`src/rtl/fp_mul_err_monitor_pkg.sv`:
```
// -----------------------------------------------------------------------------
// fp_mon_pkg
// Shared definitions for the FP multiplier error monitor family.
//   state_t        : monitor FSM states
//   fp_is_special  : exponent field all-ones test (Inf/NaN), width given at call
//   ulp_dist       : absolute difference of two IEEE magnitudes (widest format)
//   MAG_W          : magnitude width of the default FP32 format
// -----------------------------------------------------------------------------
package fp_mon_pkg;

    localparam int unsigned FP_W      = 32;
    localparam int unsigned MAG_W     = FP_W - 1;
    // Widest supported exponent / magnitude, so one function serves every variant.
    localparam int unsigned EXP_MAX_W = 16;
    localparam int unsigned DIST_W    = 63;

    typedef enum logic [1:0] {
        ST_IDLE,
        ST_RUN,
        ST_DRAIN,
        ST_DONE
    } state_t;

    // Only the low exp_w bits of exp_f take part in the test.
    function automatic logic fp_is_special(input logic [EXP_MAX_W-1:0] exp_f,
                                           input int unsigned          exp_w);
        logic all_ones;
        all_ones = 1'b1;
        for (int unsigned i = 0; i < EXP_MAX_W; i++) begin
            if ((i < exp_w) && !exp_f[i]) begin
                all_ones = 1'b0;
            end
        end
        return all_ones;
    endfunction

    // Same-sign IEEE magnitudes are monotonic integers, so this is the ULP distance.
    function automatic logic [DIST_W-1:0] ulp_dist(input logic [DIST_W-1:0] a,
                                                   input logic [DIST_W-1:0] b);
        return (a >= b) ? (a - b) : (b - a);
    endfunction

endpackage

```
`src/rtl/fp_mul_err_monitor_if.sv`:
```
// -----------------------------------------------------------------------------
// fp_mul_err_monitor_if
// Sample-pair stream into the error monitor.
//   in_valid   : pair valid (source)
//   in_ready   : monitor can accept (sink)
//   exact_res  : exact multiplier result (source)
//   approx_res : approximate multiplier result (source)
// -----------------------------------------------------------------------------
interface fp_mul_err_monitor_if #(
    parameter int unsigned FP_W = 32
);
    logic            in_valid;
    logic            in_ready;
    logic [FP_W-1:0] exact_res;
    logic [FP_W-1:0] approx_res;

    modport master (output in_valid, output exact_res, output approx_res, input in_ready);
    modport slave  (input in_valid, input exact_res, input approx_res, output in_ready);
endinterface

```
`src/rtl/fp_mul_err_monitor_classify.sv`:
```
// -----------------------------------------------------------------------------
// fp_err_classify
// Combinational classifier for one exact/approximate result pair.
//   exact_res, approx_res : operands (FP_W bits, sign + EXP_W + mantissa)
//   gross                 : pair not ULP-comparable (Inf/NaN, or sign differs
//                           other than +0 vs -0)
//   mismatch              : bitwise inequality
//   d                     : ULP distance of the magnitudes, 0 when gross
// -----------------------------------------------------------------------------
module fp_err_classify
    import fp_mon_pkg::*;
#(
    parameter int unsigned FP_W  = 32,
    parameter int unsigned EXP_W = 8
) (
    input  logic [FP_W-1:0] exact_res,
    input  logic [FP_W-1:0] approx_res,
    output logic            gross,
    output logic            mismatch,
    output logic [FP_W-2:0] d
);

    logic [FP_W-2:0]  mag_e;
    logic [FP_W-2:0]  mag_a;
    logic [EXP_W-1:0] exp_e;
    logic [EXP_W-1:0] exp_a;
    logic             special;
    logic             sign_diff;
    logic             both_zero;

    always_comb begin
        mag_e     = exact_res[FP_W-2:0];
        mag_a     = approx_res[FP_W-2:0];
        exp_e     = exact_res[FP_W-2 -: EXP_W];
        exp_a     = approx_res[FP_W-2 -: EXP_W];
        special   = fp_is_special(EXP_MAX_W'(exp_e), EXP_W) ||
                    fp_is_special(EXP_MAX_W'(exp_a), EXP_W);
        sign_diff = exact_res[FP_W-1] ^ approx_res[FP_W-1];
        both_zero = (mag_e == '0) && (mag_a == '0);
        gross     = special || (sign_diff && !both_zero);
        mismatch  = (exact_res != approx_res);
        d         = gross ? '0 : (FP_W-1)'(ulp_dist(DIST_W'(mag_e), DIST_W'(mag_a)));
    end

endmodule

```
`src/rtl/fp_mul_err_monitor.sv`:
```
// -----------------------------------------------------------------------------
// fp_mul_err_monitor
// Windowed ULP-error statistics for an exact/approximate FP multiplier pair.
//   clk, rst_n    : clock, asynchronous active-low reset
//   start         : begin a window (honoured in IDLE or DONE only)
//   win_len       : samples per window, captured on an accepted start
//   bus           : sample-pair stream (slave side)
//   busy          : window in progress (RUN or DRAIN)
//   done          : one-cycle pulse when statistics are final
//   sample_cnt    : pairs accepted
//   mismatch_cnt  : pairs with bitwise inequality (gross pairs included)
//   gross_cnt     : pairs not ULP-comparable
//   max_err       : largest ULP distance
//   sum_err       : saturating ULP distance sum
//   sum_sat       : sticky sum saturation flag
// Pipeline: stage 1 registers the pair, stage 2 folds its classification
// into the statistics.
// -----------------------------------------------------------------------------
module fp_mul_err_monitor
    import fp_mon_pkg::*;
#(
    parameter int unsigned FP_W  = 32,
    parameter int unsigned EXP_W = 8,
    parameter int unsigned CNT_W = 16,
    parameter int unsigned SUM_W = 48
) (
    input  logic                 clk,
    input  logic                 rst_n,
    input  logic                 start,
    input  logic [CNT_W-1:0]     win_len,
    fp_mul_err_monitor_if.slave  bus,
    output logic                 busy,
    output logic                 done,
    output logic [CNT_W-1:0]     sample_cnt,
    output logic [CNT_W-1:0]     mismatch_cnt,
    output logic [CNT_W-1:0]     gross_cnt,
    output logic [FP_W-2:0]      max_err,
    output logic [SUM_W-1:0]     sum_err,
    output logic                 sum_sat
);

    // One bit wider than both the sum and a single distance, so the carry
    // out of SUM_W flags saturation.
    localparam int unsigned ACC_W = ((SUM_W > FP_W - 1) ? SUM_W : FP_W - 1) + 1;

    state_t           state;
    logic [CNT_W-1:0] win_len_q;
    logic             drain_cnt;
    logic             s1_valid;
    logic [FP_W-1:0]  s1_exact;
    logic [FP_W-1:0]  s1_approx;
    logic             cls_gross;
    logic             cls_mismatch;
    logic [FP_W-2:0]  cls_d;
    logic             accept;
    logic [ACC_W-1:0] sum_ext;
    logic             sum_ovf;

    assign bus.in_ready = (state == ST_RUN) && (sample_cnt < win_len_q);
    assign accept       = bus.in_valid && bus.in_ready;
    assign busy         = (state == ST_RUN) || (state == ST_DRAIN);

    fp_err_classify #(
        .FP_W  (FP_W),
        .EXP_W (EXP_W)
    ) u_classify (
        .exact_res  (s1_exact),
        .approx_res (s1_approx),
        .gross      (cls_gross),
        .mismatch   (cls_mismatch),
        .d          (cls_d)
    );

    always_comb begin
        sum_ext = ACC_W'(sum_err) + ACC_W'(cls_d);
        sum_ovf = |sum_ext[ACC_W-1:SUM_W];
    end

    always_ff @(posedge clk or negedge rst_n) begin
        if (!rst_n) begin
            state        <= ST_IDLE;
            win_len_q    <= '0;
            drain_cnt    <= 1'b0;
            s1_valid     <= 1'b0;
            s1_exact     <= '0;
            s1_approx    <= '0;
            done         <= 1'b0;
            sample_cnt   <= '0;
            mismatch_cnt <= '0;
            gross_cnt    <= '0;
            max_err      <= '0;
            sum_err      <= '0;
            sum_sat      <= 1'b0;
        end else begin
            done     <= 1'b0;
            s1_valid <= accept;

            if (accept) begin
                s1_exact   <= bus.exact_res;
                s1_approx  <= bus.approx_res;
                sample_cnt <= sample_cnt + CNT_W'(1);
            end

            if (s1_valid) begin
                if (cls_gross || cls_mismatch) begin
                    mismatch_cnt <= mismatch_cnt + CNT_W'(1);
                end
                if (cls_gross) begin
                    gross_cnt <= gross_cnt + CNT_W'(1);
                end else begin
                    if (cls_d > max_err) begin
                        max_err <= cls_d;
                    end
                    if (sum_ovf) begin
                        sum_err <= '1;
                        sum_sat <= 1'b1;
                    end else begin
                        sum_err <= sum_ext[SUM_W-1:0];
                    end
                end
            end

            case (state)
                ST_IDLE, ST_DONE: begin
                    if (start) begin
                        sample_cnt   <= '0;
                        mismatch_cnt <= '0;
                        gross_cnt    <= '0;
                        max_err      <= '0;
                        sum_err      <= '0;
                        sum_sat      <= 1'b0;
                        s1_valid     <= 1'b0;
                        drain_cnt    <= 1'b0;
                        win_len_q    <= win_len;
                        if (win_len == '0) begin
                            state <= ST_DONE;
                            done  <= 1'b1;
                        end else begin
                            state <= ST_RUN;
                        end
                    end
                end
                ST_RUN: begin
                    if (accept && (sample_cnt + CNT_W'(1) == win_len_q)) begin
                        state     <= ST_DRAIN;
                        drain_cnt <= 1'b0;
                    end
                end
                ST_DRAIN: begin
                    // Two cycles: last pair leaves stage 1, then stage 2 settles.
                    if (drain_cnt) begin
                        state <= ST_DONE;
                        done  <= 1'b1;
                    end else begin
                        drain_cnt <= 1'b1;
                    end
                end
                default: state <= ST_IDLE;
            endcase
        end
    end

endmodule

```
`src/flat_wrapper.sv`:
```
// flat-port wrapper written by rule: the top's interface ports become plain ports
module fp_mul_err_monitor_flat import fp_mon_pkg::*;
#(
    parameter int unsigned FP_W  = 32,
    parameter int unsigned EXP_W = 8,
    parameter int unsigned CNT_W = 16,
    parameter int unsigned SUM_W = 48
)
  (clk, rst_n, start, win_len, busy, done, sample_cnt, mismatch_cnt, gross_cnt, max_err, sum_err, sum_sat, bus_in_valid, bus_exact_res, bus_approx_res, bus_in_ready);
  fp_mul_err_monitor_if #(.FP_W(FP_W)) bus_i ();
  input  logic clk;
  input  logic rst_n;
  input  logic start;
  input  logic [CNT_W-1:0] win_len;
  output logic busy;
  output logic done;
  output logic [CNT_W-1:0] sample_cnt;
  output logic [CNT_W-1:0] mismatch_cnt;
  output logic [CNT_W-1:0] gross_cnt;
  output logic [FP_W-2:0] max_err;
  output logic [SUM_W-1:0] sum_err;
  output logic sum_sat;
  input wire logic [$bits(bus_i.in_valid)-1:0] bus_in_valid;
  input wire logic [$bits(bus_i.exact_res)-1:0] bus_exact_res;
  input wire logic [$bits(bus_i.approx_res)-1:0] bus_approx_res;
  output wire logic [$bits(bus_i.in_ready)-1:0] bus_in_ready;
  assign bus_i.in_valid = bus_in_valid;
  assign bus_i.exact_res = bus_exact_res;
  assign bus_i.approx_res = bus_approx_res;
  assign bus_in_ready = bus_i.in_ready;
  fp_mul_err_monitor #(.FP_W(FP_W), .EXP_W(EXP_W), .CNT_W(CNT_W), .SUM_W(SUM_W)) u_core (.clk(clk), .rst_n(rst_n), .start(start), .win_len(win_len), .bus(bus_i), .busy(busy), .done(done), .sample_cnt(sample_cnt), .mismatch_cnt(mismatch_cnt), .gross_cnt(gross_cnt), .max_err(max_err), .sum_err(sum_err), .sum_sat(sum_sat));
endmodule
```
`config.mk`:
```
export PLATFORM = sky130hd
export DESIGN_NAME = fp_mul_err_monitor_flat
export DESIGN_NICKNAME = d
export VERILOG_FILES = /design/src/rtl/fp_mul_err_monitor_pkg.sv /design/src/rtl/fp_mul_err_monitor_if.sv /design/src/rtl/fp_mul_err_monitor_classify.sv /design/src/rtl/fp_mul_err_monitor.sv /design/src/flat_wrapper.sv
export SDC_FILE = /design/constraint.sdc
export NUM_CORES = 1
export LEC_CHECK = 0
export ABC_AREA = 1
export CELL_PAD_IN_SITES_DETAIL_PLACEMENT = 2
export CELL_PAD_IN_SITES_GLOBAL_PLACEMENT = 2
export CORE_MARGIN = 2
export CORE_UTILIZATION = 35
export DETAILED_ROUTE_END_ITERATION = 10
export PLACE_DENSITY_LB_ADDON = 0.1
export SLEW_MARGIN = 20
export SYNTH_ARGS = -nofsm -noshare
export SYNTH_HDL_FRONTEND = slang
export SYNTH_SLANG_ARGS = --single-unit
```
`constraint.sdc`:
```
create_clock -name clk -period 6.6 [get_ports clk]
set_input_delay 1.32 -clock clk [delete_from_list [all_inputs] [get_ports clk]]
set_output_delay 1.32 -clock clk [all_outputs]
set_load 0.01 [all_outputs]
```
==> results of run 1 <==
final cells by class:
type	instances	area [µm²]
multi-input cells	1735	9760
inverters	354	1330
flip-flops and latches	213	5330
repair buffers	226	2260
fillers	5611	27100
clock inverters	5	75.1
well taps	615	769
clock buffers	43	838
layer usage:
metal  global-route usage  share of wire  vias to the layer above  wire length [µm]
met5                    0              0                        -                 0
met4               0.0998          0.040                        0              2610
met3               0.0255          0.024                      122              1560
met2                0.478           0.50                      252             32900
met1                0.319           0.43                     8463             28400
li1                     -              -                     8094                 -
what timing repair did:
| item | CTS | global route |
|---|---|---|
| setup endpoints to repair | 0 | 27 |
| gates resized for setup | 0 | 6 |
| hold buffers | 0 | 0 |
per-stage QoR:
stage / TNS (ps) / setup slack (ps) / hold WS [ps] / utilization / cell area (µm²)
2_1_floorplan: 0 / 2160 / 453 / - / 16700
3_3_place_gp: 0 / 299 / 470 / 0.409 / 19400
3_5_place_dp: 0 / 215 / 482 / 0.409 / 19400
4_1_cts: 0 / 163 / 504 / 0.428 / 20300
5_1_grt: -110 / -31.5 / 528 / 0.429 / 20400
6_report: 0 / 490 / 500 / 0.429 / 20400
kinds of logic after synthesis:
logic type	Yosys count	synth area share
fa+ha+maj	142	0.108
compound gates	527	0.178
buf+inv	420	0.100
simple gates	985	0.253
mux	3	0.00180
flops	213	0.319
xor+xnor	78	0.0409
worst register-to-register path, delay by kind of cell, from the launching register on:
kind                     cells  cell delay, ps
AND/OR/NAND/NOR             13            1940
AO/OA/AOI/OAI                8            1740
buffers and inverters        5             780
adder cells (fa/ha/maj)      2             730
flip-flops                   1             450
XOR/XNOR                     1             350
registers in the layout, indices dropped and copies added, names as in the netlist, 2 cells and up:
register             flops
u_core.sum_err          48
u_core.s1_approx        32
u_core.s1_exact         32
u_core.max_err          31
u_core.gross_cnt        16
u_core.mismatch_cnt     16
u_core.sample_cnt       16
u_core.win_len_q        16
u_core.state             2
final timing paths:
check                                     start              endpoint  slack (ps)
min reg2reg                 u_core.win_len_q[9]   u_core.win_len_q[9]         500
max                        u_core.s1_approx[21]    u_core.max_err[22]         490
min                         u_core.win_len_q[9]   u_core.win_len_q[9]         500
max reg2reg                u_core.s1_approx[21]    u_core.max_err[22]         490
min in group asynchronous                 rst_n    u_core.sum_err[20]         760
max in group asynchronous                 rst_n  u_core.s1_approx[31]        4690
cell usage in the layout (no fill, tap or decap), types with 14 or more instances in the layout:
cell type / Yosys / final
sky130_fd_sc_hd__nor3_1: 29 / 29
sky130_fd_sc_hd__nor2_2: 21 / 21
sky130_fd_sc_hd__inv_1: 350 / 350
sky130_fd_sc_hd__clkdlybuf4s50_1: 0 / 213
sky130_fd_sc_hd__nand2_1: 480 / 478
sky130_fd_sc_hd__nand4_1: 26 / 26
sky130_fd_sc_hd__a31oi_1: 23 / 23
sky130_fd_sc_hd__nor2_1: 257 / 255
sky130_fd_sc_hd__nand3_1: 109 / 109
sky130_fd_sc_hd__dfrtp_1: 213 / 213
sky130_fd_sc_hd__nor4_1: 14 / 14
sky130_fd_sc_hd__ha_1: 139 / 139
sky130_fd_sc_hd__xnor2_1: 20 / 20
sky130_fd_sc_hd__o21bai_2: 14 / 14
sky130_fd_sc_hd__clkbuf_16: 0 / 29
sky130_fd_sc_hd__a211oi_1: 15 / 15
sky130_fd_sc_hd__nand2_2: 21 / 22
sky130_fd_sc_hd__a21oi_1: 197 / 196
sky130_fd_sc_hd__xor2_1: 58 / 57
sky130_fd_sc_hd__o21ai_0: 218 / 218
==> summary by stage, run 1 <==
STA
The final number of setup-violating endpoints is 0. Headroom to the max-slew limit came out at 0.348. The highest attainable clock frequency is 164 MHz.

The final count of hold timing violations is 0. The final-report max-slew violation count came to 0. The final clock period utilization by the worst path is 0.926. The smallest clock period supported by the final layout is computed as 6110 ps.

The transition at the pin with the smallest max-transition slack is 970 ps. The worst clock skew is 12.5 ps.

Synthesis
The average instance area after synthesis is 7.05 µm². In the synthesized netlist the dominant register cell turns out to be sky130_fd_sc_hd__dfrtp_1. The dominant cell type by area after synthesis is sky130_fd_sc_hd__dfrtp_1. The most frequently used cell type in the post-synthesis netlist is sky130_fd_sc_hd__nand2_1. The proportion of synthesized chip area in sequential cells is 0.319. The number of flops mapped to enable cells by yosys is 0. The mapped cell area is 16700 µm². Counting flops with an async set or reset pin after synthesis yields a share of 1.00. The share of synthesized area in the top cell type comes to 0.319. The number of synthesized register bits is 213. Counting instances in the post-synthesis netlist gives the leading cell types as sky130_fd_sc_hd__nand2_1 (480), sky130_fd_sc_hd__inv_1 (350), sky130_fd_sc_hd__nor2_1 (257), sky130_fd_sc_hd__o21ai_0 (218), sky130_fd_sc_hd__dfrtp_1 (213). The Yosys step of the flow raised 0 warnings. The number of distinct standard cells referenced by the synthesized netlist is 59. The number of nets handed over by synthesis was 2594.

By area the synthesized netlist is led by sky130_fd_sc_hd__dfrtp_1 (32%), sky130_fd_sc_hd__nand2_1 (11%), sky130_fd_sc_hd__ha_1 (10%). The cell count after synthesis is 2368.

CTS
The CTS sink count is 213. The post-CTS setup buffer count is 0. The clock tree from TritonCTS is done.

The total clock buffers created by CTS is 28. The number of H-tree levels is 1. The clock tree root buffer cell is sky130_fd_sc_hd__clkbuf_16. The later-pin clock latency in the skew report is 580 ps.

The clock input transition at the sequential cells of the worst setup and hold paths is 60 ps. No sink is reached through more buffers than the 3 on the longest clock path.

Route
The detailed router finished its first iteration with 575 violations. The routed layout has 16900 vias. The total iterations of the first detailed-routing run is 4. The average wire per standard cell is 20.5 µm. Wires add up to 65.5 mm. The count of unresolved DRC violations after routing is 0.

The vias per cell is 5.31. The number of nets with antenna violations after detailed routing is 0.

Place
At the end of routability-driven placement, the weighted congestion stood at 0.913. The post-placement cell count is 3143. The sum of net half-perimeters after detailed placement is 51.7 mm. In this run the tool buffered the top-level ports with 214 buffer cells.

Critical path
The critical path's largest stage delay is 450 ps. The critical path crosses 29 cells after its start point. The critical path endpoint category is a register. The required time at the worst-slack endpoint is 7060 ps. The data arrival time of the critical path is 6570 ps. The worst register-to-register path has a depth of 29. The kind of cell with the highest combined delay along the critical path is simple AND/OR/NAND/NOR gates. The most common cell type on the critical path is sky130_fd_sc_hd__nor2_1. The worst-path cell with the longest stage delay is sky130_fd_sc_hd__dfrtp_1.

The count of buffering cells on the critical path with inverters included is 5. STA classifies the critical path startpoint as a register. The critical path start-end classification is reg2reg. Of all nets on the critical path, the largest fanout is 45.

Cells and area
The total number of nets in the final design is 2784. In the final layout, the share of cells above drive strength 1 is 0.0551. The non-filler instance count after layout is 3191.

The area growth from synthesis to layout is 22.0%. The antenna cell count is 0.

GRT
The via count of the first global-routing pass is 19100. The total global routing track utilization is 0.262. The number of antenna violations at the first check in global routing came to 2. The pin count of the biggest net entering global routing is 119. The first global-routing pass estimated 104 mm of wire. The total global routing overflow is 0.

Die
After floorplanning, the core was divided into 80 placement rows. After floorplanning, the core was sized to cover 47400 µm². The floorplan step set the die width to 222 µm. The die covers 49500 µm². In this run the count of I/O pins placed on the die edge is 215. In this run the vertical extent of the chip is 222 µm. For this configuration, the core starts out at a cell density of 0.352.

Run status
The flow ran to the end, and the final reports show no timing, DRC or antenna violations.

Flow run
The max-capacitance violation count is 0.

Worst hold path
The tightest min-delay check is of the reg2reg type. Counting instances, the worst hold path has a depth of 2.
Power of run 1 is left out: the tool's default activity adds up to more than one toggle a clock period on the data nets, which glitch-free logic cannot reach.
==> inputs of run 2 (changes only) <==
--- a/config.mk
+++ b/config.mk
@@ -16,3 +16,4 @@
 export SYNTH_ARGS = -nofsm -noshare
 export SYNTH_HDL_FRONTEND = slang
 export SYNTH_SLANG_ARGS = --single-unit
+export TNS_END_PERCENT = 100
==> results of run 2 <==
Same layout as run 1: the final DEF is identical, and so are final timing and power.
Power of run 2 is left out for the same reason.
==> inputs of run 3 (changes only) <==
--- a/config.mk
+++ b/config.mk
@@ -6,6 +6,7 @@
 export NUM_CORES = 1
 export LEC_CHECK = 0
 export ABC_AREA = 1
+export CAP_MARGIN = 20
 export CELL_PAD_IN_SITES_DETAIL_PLACEMENT = 2
 export CELL_PAD_IN_SITES_GLOBAL_PLACEMENT = 2
 export CORE_MARGIN = 2
==> results of run 3 <==
Same layout as run 1: the final DEF is identical, and so are final timing and power.
Power of run 3 is left out for the same reason.
